===== src/rtl/cpu_pkg.sv =====
// Shared definitions for the pipelined MIPS core: forwarding codes, ALU control
// encodings and default datapath widths.
package cpu_pkg;

  localparam int WIDTH_DEF   = 32;
  localparam int REGBITS_DEF = 5;
  localparam int CTRLW_DEF   = 3;

  typedef enum logic [1:0] {
    FWD_REG = 2'b00,
    FWD_WB  = 2'b01,
    FWD_MEM = 2'b10
  } fwd_e;

  localparam logic [2:0] ALU_AND = 3'b000;
  localparam logic [2:0] ALU_OR  = 3'b001;
  localparam logic [2:0] ALU_ADD = 3'b010;
  localparam logic [2:0] ALU_SUB = 3'b110;
  localparam logic [2:0] ALU_SLT = 3'b111;

  // MEM result is younger than WB, so it wins when both match.
  function automatic logic [1:0] fwd_sel(input logic hit_m, input logic hit_w);
    if (hit_m)      return FWD_MEM;
    else if (hit_w) return FWD_WB;
    else            return FWD_REG;
  endfunction

endpackage


===== src/rtl/id_ex_operand_stage_forward_unit.sv =====
// RAW hazard comparator: selects the forwarding source for each EX operand
// from the MEM and WB stage destinations.
module forward_unit
  import cpu_pkg::*;
#(
  parameter int REGBITS = REGBITS_DEF
) (
  input  logic [REGBITS-1:0] rs_e,
  input  logic [REGBITS-1:0] rt_e,
  input  logic               m_regwrite,
  input  logic [REGBITS-1:0] m_writereg,
  input  logic               w_regwrite,
  input  logic [REGBITS-1:0] w_writereg,
  output logic [1:0]         fwd_a,
  output logic [1:0]         fwd_b
);

  logic m_live, w_live;

  // Register 0 is hardwired, so a write to it never produces a forwardable value.
  assign m_live = m_regwrite && (m_writereg != '0);
  assign w_live = w_regwrite && (w_writereg != '0);

  assign fwd_a = fwd_sel(m_live && (m_writereg == rs_e), w_live && (w_writereg == rs_e));
  assign fwd_b = fwd_sel(m_live && (m_writereg == rt_e), w_live && (w_writereg == rt_e));

endmodule


===== src/rtl/id_ex_operand_stage.sv =====
// ID/EX pipeline register with EX operand forwarding for the MIPS core.
// Optional FWD_STATS_EN adds a saturating forwarded-cycle counter (fwd_count).
module id_ex_operand_stage
  import cpu_pkg::*;
#(
  parameter int WIDTH   = WIDTH_DEF,
  parameter int REGBITS = REGBITS_DEF,
  parameter int CTRLW   = CTRLW_DEF
) (
  input  logic               clk,
  input  logic               reset,
  input  logic               stall_e,
  input  logic               flush_e,
  input  logic               d_valid,
  input  logic [WIDTH-1:0]   d_rd1,
  input  logic [WIDTH-1:0]   d_rd2,
  input  logic [REGBITS-1:0] d_rs,
  input  logic [REGBITS-1:0] d_rt,
  input  logic [REGBITS-1:0] d_rd,
  input  logic [WIDTH-1:0]   d_imm,
  input  logic [CTRLW-1:0]   d_alu_ctrl,
  input  logic               d_alusrc,
  input  logic               d_regdst,
  input  logic               d_regwrite,
  input  logic               d_memtoreg,
  input  logic               d_memwrite,
  input  logic               m_regwrite,
  input  logic [REGBITS-1:0] m_writereg,
  input  logic [WIDTH-1:0]   m_aluout,
  input  logic               w_regwrite,
  input  logic [REGBITS-1:0] w_writereg,
  input  logic [WIDTH-1:0]   w_result,
  output logic [WIDTH-1:0]   alu_a,
  output logic [WIDTH-1:0]   alu_b,
  output logic [CTRLW-1:0]   alu_ctrl,
  output logic [WIDTH-1:0]   e_writedata,
  output logic [REGBITS-1:0] e_writereg,
  output logic               e_regwrite,
  output logic               e_memtoreg,
  output logic               e_memwrite,
  output logic               e_valid,
  output logic [1:0]         fwd_a,
  output logic [1:0]         fwd_b
`ifdef FWD_STATS_EN
  ,
  output logic [15:0]        fwd_count
`endif
);

  logic               valid_e;
  logic [WIDTH-1:0]   rd1_e, rd2_e, imm_e;
  logic [REGBITS-1:0] rs_e, rt_e, rd_e;
  logic [CTRLW-1:0]   alu_ctrl_e;
  logic               alusrc_e, regdst_e, regwrite_e, memtoreg_e, memwrite_e;
  logic [WIDTH-1:0]   src_a, src_b;

  forward_unit #(.REGBITS(REGBITS)) u_fwd (
    .rs_e       (rs_e),
    .rt_e       (rt_e),
    .m_regwrite (m_regwrite),
    .m_writereg (m_writereg),
    .w_regwrite (w_regwrite),
    .w_writereg (w_writereg),
    .fwd_a      (fwd_a),
    .fwd_b      (fwd_b)
  );

  always_comb begin
    src_a = rd1_e;
    case (fwd_a)
      FWD_MEM: src_a = m_aluout;
      FWD_WB:  src_a = w_result;
      default: src_a = rd1_e;
    endcase
  end

  always_comb begin
    src_b = rd2_e;
    case (fwd_b)
      FWD_MEM: src_b = m_aluout;
      FWD_WB:  src_b = w_result;
      default: src_b = rd2_e;
    endcase
  end

  always_ff @(posedge clk) begin
    if (reset || flush_e) begin
      valid_e    <= 1'b0;
      rd1_e      <= '0;
      rd2_e      <= '0;
      imm_e      <= '0;
      rs_e       <= '0;
      rt_e       <= '0;
      rd_e       <= '0;
      alu_ctrl_e <= '0;
      alusrc_e   <= 1'b0;
      regdst_e   <= 1'b0;
      regwrite_e <= 1'b0;
      memtoreg_e <= 1'b0;
      memwrite_e <= 1'b0;
    end else if (stall_e) begin
      // Capture forwarded values so a producer leaving WB mid-stall is not lost.
      rd1_e <= src_a;
      rd2_e <= src_b;
    end else begin
      valid_e    <= d_valid;
      rd1_e      <= d_rd1;
      rd2_e      <= d_rd2;
      imm_e      <= d_imm;
      rs_e       <= d_rs;
      rt_e       <= d_rt;
      rd_e       <= d_rd;
      alu_ctrl_e <= d_alu_ctrl;
      alusrc_e   <= d_alusrc;
      regdst_e   <= d_regdst;
      regwrite_e <= d_regwrite & d_valid;
      memtoreg_e <= d_memtoreg & d_valid;
      memwrite_e <= d_memwrite & d_valid;
    end
  end

  assign alu_a       = src_a;
  assign alu_b       = alusrc_e ? imm_e : src_b;
  assign alu_ctrl    = alu_ctrl_e;
  assign e_writedata = src_b;
  assign e_writereg  = regdst_e ? rd_e : rt_e;
  assign e_valid     = valid_e;
  assign e_regwrite  = regwrite_e;
  assign e_memtoreg  = memtoreg_e;
  assign e_memwrite  = memwrite_e;

`ifdef FWD_STATS_EN
  always_ff @(posedge clk) begin
    if (reset) begin
      fwd_count <= '0;
    end else if (valid_e && !stall_e && ((fwd_a != FWD_REG) || (fwd_b != FWD_REG))
                 && (fwd_count != 16'hFFFF)) begin
      fwd_count <= fwd_count + 16'd1;
    end
  end
`endif

endmodule


===== config.mk =====
export PLATFORM = sky130hd
export DESIGN_NAME = id_ex_operand_stage
export DESIGN_NICKNAME = d
export VERILOG_FILES = /design/src/rtl/cpu_pkg.sv /design/src/rtl/id_ex_operand_stage_forward_unit.sv /design/src/rtl/id_ex_operand_stage.sv
export SDC_FILE = /design/constraint.sdc
export NUM_CORES = 1
export LEC_CHECK = 0
export ABC_AREA = 1
export CORE_UTILIZATION = 40
export CTS_BUF_LIST = sky130_fd_sc_hd__clkbuf_4
export DETAILED_ROUTE_END_ITERATION = 7
export PLACE_DENSITY = 0.76
export REMOVE_ABC_BUFFERS = 1
export SYNTH_ARGS = -nofsm -noshare
export SYNTH_HDL_FRONTEND = slang
export SYNTH_HIERARCHICAL = 1
export SYNTH_SLANG_ARGS = --single-unit

===== constraint.sdc =====
create_clock -name clk -period 2.7 [get_ports clk]
set_input_delay 0.27 -clock clk [delete_from_list [all_inputs] [get_ports clk]]
set_output_delay 0.27 -clock clk [all_outputs]
set_load 0.01 [all_outputs]

* Word level (Yosys, flattened, before mapping) *
Cells that the tools add are included.

storage, ports and cells
  logic and storage cells = 43
  bits in registers = 120
  output and inout port bits = 112
  input bits = 200

operators by class
  equality and inequality tests = 8
  bitwise operators = 3
  reduce and logical (&&, ||, !) cells = 9
  multiplexer cells = 10

operator list
  cell                  number
  $pmux W32 S2          2
  $mux W32              3
  $eq A5 B5 Y1          4
  $reduce_bool A5 Y1    2
  $logic_and A1 B1 Y1   6
  $mux W5               1
  $eq A2 B1 Y1 const B  2
  $eq A2 B2 Y1 const B  2
  $mux W2               2
  $and A1 B1 Y1         3
  $mux W1               2
  $logic_or A1 B1 Y1    1

* Depth between registers and ports, before layout *
Gate-level depths: netlist (run 1).

  word-level depth = 8
  gate-level depth with buffers = 14
  depth with buffers taken out = 13

* By module *
Netlist (run 1), hierarchy kept.

by module, submodules not included
  module               seq. area each (um2)  area an instance (um2)  instances  cells each
  id_ex_operand_stage  2,402.3               7,114.3                 1          957
  forward_unit         0.0                   362.8                   1          81

* Worst setup path after synthesis (run 1) *
Ideal clock, no wire load.

  kind = register to output
  from = register rt_e[2]
  to = output port alu_b[3]
  arrival = 1,955 ps
  buffers on the path = 1
  cell stages (with the launch flop) = 13
  required time = 2,430 ps
  slack = 475 ps
  path through = dfxtp_1 xnor2_1 nand2_1 nor2_1 nand2_1 nor2_1 inv_1 ha_1 inv_2 clkbuf_2 or2_0 nand2_2 o21ai_1

between the ends
  longest elaborated chain between the ends = 7
  elaborated cells between the ends (all ways) = 10
  classes of those cells = eq/ne (4); mux (4); reduce/logical (2)

RTL lines
  item                                          line                                    text
  from (decl)                                   id_ex_operand_stage.sv:52               logic [REGBITS-1:0] rs_e, rt_e, rd_e;
  from (signal assigned)                        id_ex_operand_stage.sv:111              rt_e <= d_rt;
  $eq A5 B5 Y1                                  id_ex_operand_stage_forward_unit.sv:25  assign fwd_b = fwd_sel(m_live && (m_writereg == rt_e), w_live && (w_writereg == rt_e));
  $logic_and A1 B1 Y1                           id_ex_operand_stage_forward_unit.sv:25
  $mux W1                                       cpu_pkg.sv:24                           else if (hit_w) return FWD_WB;
  $mux W2 (*)                                   cpu_pkg.sv:23                           if (hit_m) return FWD_MEM;
  named net fwd_b[0]                            id_ex_operand_stage.sv:43               output logic [1:0] fwd_b
  $eq A2 B1 Y1 or $eq A2 B2 Y1 (tied branches)  id_ex_operand_stage.sv:79               case (fwd_b)
  $pmux W32 S2 (*)                              id_ex_operand_stage.sv:79
  $mux W32 (*)                                  id_ex_operand_stage.sv:123              assign alu_b = alusrc_e ? imm_e : src_b;
  to (decl)                                     id_ex_operand_stage.sv:34               output logic [WIDTH-1:0] alu_b,

The timed path passes the listed nets; every way through them passes the cells marked *.

* Final worst setup path (run 1) *
  from = register rt_e[0]
  to = output port alu_b[28]

between the ends
  longest elaborated chain between the ends = 7
  elaborated cells between the ends (all ways) = 10
  classes of those cells = eq/ne (4); mux (4); reduce/logical (2)

RTL lines
  item                                          line
  $eq A5 B5 Y1                                  id_ex_operand_stage_forward_unit.sv:25
  $logic_and A1 B1 Y1                           id_ex_operand_stage_forward_unit.sv:25
  $mux W1                                       cpu_pkg.sv:24
  $mux W2 (*)                                   cpu_pkg.sv:23
  $eq A2 B1 Y1 or $eq A2 B2 Y1 (tied branches)  id_ex_operand_stage.sv:79
  $pmux W32 S2 (*)                              id_ex_operand_stage.sv:79
  $mux W32 (*)                                  id_ex_operand_stage.sv:123

Mark *: on every way between the ends. The rest lies on a longest branch, timed or not.

==> run_results.csv, run 1 <==
group,metric,value,unit
placement,dp_cells,1577,
placement,port_buffers,311,
run_status,status,"finished, violations left",
timing,rsz0062_at_grt,"true",
placement,place.gp.congestion,0.873,
setup_path,end_kind,"output pin",
setup_path,rr_startpoint,"rs_e[0]$_SDFFE_PP0N_",
timing,slew_headroom,49.8,%
die,fp-row-count,49,
run_status,violations,"design-rule violations, negative setup slack",
route,drc,16,
placement,post-place-ws,-0.582,ns
yosys,syn-cell-area,0.00748,sq mm
cells_and_area,nets,1694,
yosys,synth_edf_count,0,
yosys,yosysMostFrequentCell,"nand2_1",
setup_path,path_buf_inv,6,
yosys,postSynthCellCount,1038,
timing,drv_slew,0,
setup_path,arrival,2.75,ns
setup_path,worst-path-max-fanout,7,
clock_network,clk_pin_slew_worst_paths,0.13,ns
setup_path,crit_chain,"buf_6 > nand2_2 > nand4_1 > nor2_1 > nand2_1 > nor2_4 > inv_2 > ha_4 > inv_12 > buf_12 > or2_1 > nand2_2 > buf_4 > o21ai_2 > buf_2",
clock_network,cts.path.max_buffers,2,
timing,tightestPinTransition,0.753,ns
timing,period_share,112,%
global_route,grt_pass1_vias,8900,
yosys,synthDistinctLibCells,29,
setup_path,cp_num_cells,15,
global_route,grt_use_total,30.6,%
yosys,dominantRegCellSynth,"dfxtp_1",
clock_network,root_buffer,"clkbuf_4",
placement,dp_hpwl,18.0,mm
die,die_w,139,microns
yosys,postSynthAreaPerCell,7.20,sq um
yosys,synth_async_sr_flop_share,0,%
route,drtAntennaViolNets,0,
clock_network,insertion_delay,0.55,ns
route,wl,30.5,mm
power,irDropWorstVdd,236,uV
cells_and_area,fin_cells,1733,
cells_and_area,drive_gt1_share,45.7,%
route,dr.pass1.iters,7,
setup_path,critical_path.max_stage_delay,0.36,ns
timing,whs,0.167,ns
die,io_pins,312,
yosys,synth_top_area_share,32.1,%
timing,setup_viol,97,
yosys,synth_top_area_cell,"dfxtp_1",
clock_network,cts_tree,"done",
cells_and_area,seqCellArea,0.00242,sq mm
power,p_per_area,359,mW/mm^2
yosys,seq_area_frac_synth,32.1,%
setup_path,rrSetupSlack,-0.09,ns
worst_hold_path,hold_path.class,"primary input to register",
clock_network,cts_buffers,17,
die,die-area,0.0192,sq mm
yosys,ys_seq_elements,120,
setup_path,worst_path_max_delay_cell,"dfxtp_2",
setup_path,worst_path_most_repeated_cell,"nand2_2",
yosys,ys.warnings.count,6,
setup_path,ff2ff_path_depth,22,
setup_path,start_kind,"register",
cells_and_area,fillers,1448,
global_route,grt_pass1_wl,46.1,mm
clock_network,cts_num_sinks,120,
clock_network,hold_buffers,0,
setup_path,cp.required,2.43,ns
setup_path,cp-endpoint,"alu_b[28]",
yosys,synthTopCellsByCount,"nand2_1 (293), dfxtp_1 (120), a21oi_2 (91)",
die,initial_utilization,41.2,%
timing,fmax,331,MHz
job,drv_cap,0,
timing,post-route-worst-setup-slack,-0.323,ns
timing,min_period,3.02,ns
cells_and_area,area_delta_synth_final,74.3,%
route,routedWlPerCell,17.6,microns
setup_path,critical_path.startpoint,"rt_e[0]$_SDFFE_PP0N_",
clock_network,htree_num_levels,4,
setup_path,r2r-end,"rd1_e[20]$_SDFF_PP0_",
global_route,antenna_found_initial,1,
die,coreArea,0.0181,sq mm
setup_path,crit_family,"simple AND/OR/NAND/NOR gates",
timing,hold_viol_final,0,
route,drt_iter0_drc,529,
cells_and_area,multi_input_area,0.00474,sq mm
route,viasPerCell,5.10,
power,power.leakage,5.35,nW
timing,fin_skew,0.0292,ns
yosys,yosys-top-cells-area,"dfxtp_1 (32%), nand2_1 (15%), a21oi_2 (11%)",
global_route,grt-ovfl-total,0,
global_route,grt_max_degree,92,
route,via_count,8844,
cells_and_area,utilization,71.8,%
die,dieHeight,139,microns
setup_path,crit_type,"register to output pin",
metal layers:
| metal | GRT usage [%] | up-vias | routed length [microns] |
|---|---|---|---|
| li1 | - | 4210 | - |
| met1 | 34.8 | 4155 | 11800 |
| met2 | 54.2 | 393 | 15000 |
| met3 | 7.39 | 86 | 2500 |
| met4 | 14.4 | 0 | 1250 |
| met5 | 0 | - | 0 |
power breakdown:
part           switching (mW)  internal (mW)  leakage [nW]  total [mW]
sequential             0.0353           1.84         0.985        1.88
clock                   0.751          0.561         0.143        1.31
combinational           0.660          0.827          4.22        1.49
cell type report:
class | count | area share [%]
diodes | 1 | 0.0192
clock buffers | 19 | 1.09
clock inverters | 13 | 1.01
flip-flops and latches | 120 | 18.5
well taps | 229 | 2.20
multi-input cells | 757 | 36.4
repair buffers | 503 | 38.0
inverters | 91 | 2.81
worst register-to-register path: cells and delay by family (launching register included):
family	cells	cell delay (ns)
compound gates	1	0.09
fa+ha+maj	1	0.30
simple gates	7	0.66
buf+inv	13	1.34
flops	1	0.36
layout by cell type, fill, tap and decap left out, types with 2 or more instances in the layout:
master	instances
nand2_1	246
clkdlybuf4s50_1	214
buf_4	120
dfxtp_1	111
nand2_2	104
a21oi_2	92
buf_6	83
o21ai_0	64
buf_2	53
inv_2	49
inv_1	40
or2_1	39
nand3_2	39
a21oi_1	28
o21ai_1	22
buf_12	21
o21ai_2	20
clkbuf_4	19
nand3_1	17
nand2_4	16
or2_4	15
nand3_4	13
nor2_1	11
or2_0	10
dfxtp_2	8
buf_16	6
xnor2_1	6
nor2_4	5
ha_4	4
clkinv_2	3
clkinv_4	3
clkinvlp_4	3
clkbuf_16	3
nand4_1	3
inv_12	2
bufinv_16	2
clkinv_1	2
buf_8	2
xor2_1	2
per-stage QoR:
stage | setup TNS (ns) | area (sq um) | power [mW]
final | -17.87 | 13000 | 4.68
after detailed placement | -46.02 | 11100 | 3.14
after global routing | -32.31 | 13000 | 4.89
after global placement | -44.36 | 11100 | 3.13
after CTS | -20.95 | 12500 | 4.58
after floorplan | -0.220 | 6960 | 2.36
how the worst min path moves through the flow:
stage,start,end,slack [ns],depth (start not counted)
2_1_floorplan,stall_e,rd1_e[17]$_SDFF_PP0_,0.35,1
3_3_place_gp,e_memwrite$_SDFFE_PP0N_,e_memwrite$_SDFFE_PP0N_,0.45,2
3_5_place_dp,e_memtoreg$_SDFFE_PP0N_,e_memtoreg$_SDFFE_PP0N_,0.45,2
4_1_cts,stall_e,rd1_e[30]$_SDFF_PP0_,0.12,2
5_1_grt,stall_e,imm_e[21]$_SDFFE_PP0N_,0.15,3
6_report,stall_e,rd1_e[19]$_SDFF_PP0_,0.17,2
cell families (layout without fill, tap and decap cells):
group / after synthesis / count (layout) / synth area share, %
simple gates: 519 / 519 / 34.1
other cells: 0 / 1 / 0
flops: 120 / 120 / 32.1
compound gates: 226 / 226 / 20.6
buf+inv: 161 / 626 / 11.5
xor+xnor: 8 / 8 / 0.937
fa+ha+maj: 4 / 4 / 0.669
repair_timing:
item	CTS	global route
resized for setup	534	160
pin swaps	96	90
gates cloned	12	3
setup endpoints to repair	96	104
buffers inserted	101	37
sequential cells by signal (all words and copies together), names as in the netlist, 3 cells and up:
register  cells
rd1_e        32
rd_e          5
rt_e          5
imm_e        32
rs_e          5
alu_ctrl      3
rd2_e        32
Note: power is estimated with default switching activity, not from simulation.
==> inputs of run 2 (changes only) <==
- CORE_MARGIN: unset -> 5
- TNS_END_PERCENT: unset -> 5
- clock period: 2.7 -> 3.1 ns (I/O delays scaled with it)
==> run 2 against run 1 <==
Compared with the run above:
- the run ends with negative setup slack left
- register-to-register slack better by 0.93 ns
- routed wire length down 12%
- worst hold slack worse by 0.0086 ns
- critical path depth is 1 lower
- non-clock buffer count down 110
- sequential power down 13%
- flip-flop and latch count unchanged
- setup slack better by 0.32 ns
- sequential share of layout area is 2.8 points higher
- final area shrank 13%
- utilization down 11 points
- largest power group unchanged
==> run_results.csv, run 2 (synthesis results as in run 1) <==
group,metric,value,unit
timing,min_period,3.10,ns
setup_path,ff2ff_path_depth,15,
clock_network,cts.path.max_buffers,2,
placement,place_area,0.0110,sq mm
global_route,grt_pass1_wl,41.8,mm
cells_and_area,final_common_cell,"nand2_1",
setup_path,critical_path.max_stage_delay,0.60,ns
placement,place.gp.congestion,0.885,
setup_path,crit_chain,"clkdlybuf4s50_1 > nand3b_1 > nand2_1 > nor2_1 > nand2_1 > nor2_2 > inv_2 > ha_4 > inv_8 > clkbuf_16 > or2_2 > nand2_2 > inv_1 > dlygate4sd2_1",
route,dr.pass1.iters,5,
setup_path,worst-path-max-fanout,9,
route,via_count,7987,
power,cell_internal_pwr,2.81,mW
setup_path,rrSetupSlack,0.84,ns
worst_hold_path,holdPathStages,2,
setup_path,end_kind,"output pin",
placement,dp_hpwl,18.7,mm
power,power.leakage,4.71,nW
worst_hold_path,hp-start,"stall_e",
timing,fmax,322,MHz
timing,tightestPinTransition,0.995,ns
worst_hold_path,hold_path.class,"primary input to register",
power,p_switching,1.16,mW
timing,rsz0062_at_grt,"true",
global_route,grt_use_total,24.0,%
setup_path,path_buf_inv,6,
cells_and_area,fin_area,0.0114,sq mm
setup_path,crit_family,"buffers and inverters",
global_route,grt-ovfl-total,0,
clock_network,root_buffer,"clkbuf_4",
power,pwr-share-seq,41.2,%
die,io_pins,312,
setup_path,critical_path.startpoint,"w_writereg[4]",
clock_network,clk_pin_slew_worst_paths,0.12,ns
placement,dp_cells,1582,
cells_and_area,utilization,61.3,%
clock_network,cts_tree,"done",
route,viasPerCell,4.90,
route,drc,0,
die,die_w,147,microns
timing,fin_skew,0.0195,ns
setup_path,worst_path_most_repeated_cell,"nand2_1",
timing,post-route-worst-setup-slack,-0.00168,ns
timing,setup_viol,1,
setup_path,start_kind,"primary input",
cells_and_area,nets,1584,
clock_network,cts_buffers,17,
cells_and_area,mostFrequentLayoutCells,"nand2_1 (281), clkdlybuf4s50_1 (214), dfxtp_1 (109)",
clock_network,cts_num_sinks,120,
global_route,antenna_found_initial,2,
die,dieHeight,147,microns
timing,hold_viol_final,0,
die,fp-row-count,50,
global_route,grt_max_degree,121,
die,coreArea,0.0186,sq mm
power,switching_share,29.3,%
die,die-area,0.0215,sq mm
global_route,grt_pass1_vias,8034,
timing,slew_headroom,33.5,%
power,p_clk_share,32.9,%
clock_network,htree_num_levels,4,
die,initial_utilization,40.2,%
cells_and_area,fin_cells,1629,
route,drt_iter0_drc,291,
timing,whs,0.158,ns
power,combPwrFrac,25.9,%
cells_and_area,drive_gt1_share,32.6,%
job,drv_cap,0,
setup_path,crit_type,"primary input to output pin",
route,wl,26.8,mm
run_status,violations,"negative setup slack",
power,irDropWorstVdd,183,uV
placement,port_buffers,311,
cells_and_area,top_regs,"imm_e x32, rd1_e x32, rd2_e x32",
route,routedWlPerCell,16.5,microns
clock_network,hold_buffers,0,
cells_and_area,area_delta_synth_final,52.2,%
route,drtAntennaViolNets,0,
run_status,status,"finished, violations left",
setup_path,cp.required,2.79,ns
setup_path,arrival,2.79,ns
timing,period_share,100,%
setup_path,r2r-end,"rd2_e[24]$_SDFF_PP0_",
setup_path,rr_startpoint,"rt_e[4]$_SDFFE_PP0N_",
power,p_per_area,349,mW/mm^2
worst_hold_path,min_to,"rd1_e[29]$_SDFF_PP0_",
clock_network,insertion_delay,0.52,ns
setup_path,worst_path_max_delay_cell,"clkdlybuf4s50_1",
timing,drv_slew,0,
==> run 2: changes by cell type in the layout (fill, tap and decap cells not counted), moves of 38 or more <==
| cell | before | now |
|---|---|---|
| buf_6 | 83 | 5 |
| buf_4 | 120 | 62 |
| clkbuf_2 | 0 | 54 |
| buf_2 | 53 | 15 |
| inv_2 | 49 | 6 |
| inv_1 | 40 | 83 |
==> run 2: final cells by class <==
class / count / area, sq um
timing repair buffer: 393 / 3620
antenna: 2 / 5.00
inverter: 91 / 362
clock inverter: 12 / 175
clock buffer: 20 / 150
sequential: 120 / 2430
fill: 1716 / 7200
multi-input combinational: 757 / 4350
tap: 234 / 293
==> run 2: stage by stage <==
stage | TNS (ns) | setup WS [ns] | total power [mW]
6_report | -0.00168 | -0.00168 | 3.97
5_1_grt | -1.27 | -0.0819 | 4.17
4_1_cts | -0.332 | -0.142 | 4.01
3_5_place_dp | -14.75 | -0.289 | 2.74
3_3_place_gp | -12.65 | -0.258 | 2.73
2_1_floorplan | 0 | 0.262 | 2.05
==> run 2: power by group through the flow <==
stage	Clock, mW	Combinational (mW)	Sequential (mW)
2_1_floorplan	0	0.390	1.66
3_5_place_dp	0	1.07	1.67
5_1_grt	1.41	1.12	1.64
4_1_cts	1.35	1.02	1.64
6_report	1.31	1.03	1.64
3_3_place_gp	0	1.06	1.67
==> run 2: worst max-delay path by stage <==
stage                           end  slack [ns]  cells past startpoint
finish                    alu_a[29]      -0.002                     14
global route        e_writedata[27]       -0.08                     13
CTS                  e_writedata[9]       -0.14                     14
detailed placement         alu_b[0]       -0.29                     15
global placement          alu_b[19]       -0.26                     14
floorplan                  alu_b[0]        0.26                     11
==> run 2: worst register-to-register path: stages (launching register included) <==
cell      delay [ns]
dfxtp_4         0.38
xnor2_2         0.12
nand2_1         0.10
nor2_2          0.14
nand2_1         0.07
nor2_2          0.15
inv_2           0.06
ha_4            0.30
clkinv_8        0.08
buf_12          0.13
buf_16          0.14
nand3_2         0.08
nand2_2         0.08
buf_4           0.14
buf_4           0.12
a21oi_2         0.09
==> run 2: metal layers <==
metal | track usage (%) | vias to the layer above | share of wire, %
met3 | 6.76 | 49 | 7.3
met1 | 28.5 | 3674 | 40
li1 | - | 3989 | -
met2 | 41.6 | 275 | 50
met4 | 8.51 | 0 | 2.6
met5 | 0 | - | 0
==> run 2: what timing repair did <==
| action | CTS | global route |
|---|---|---|
| pin swaps | 3 | 52 |
| endpoints found under the setup margin | 96 | 96 |
| setup buffers | 2 | 7 |
| gates cloned | 3 | 2 |
| gates resized for setup | 139 | 198 |
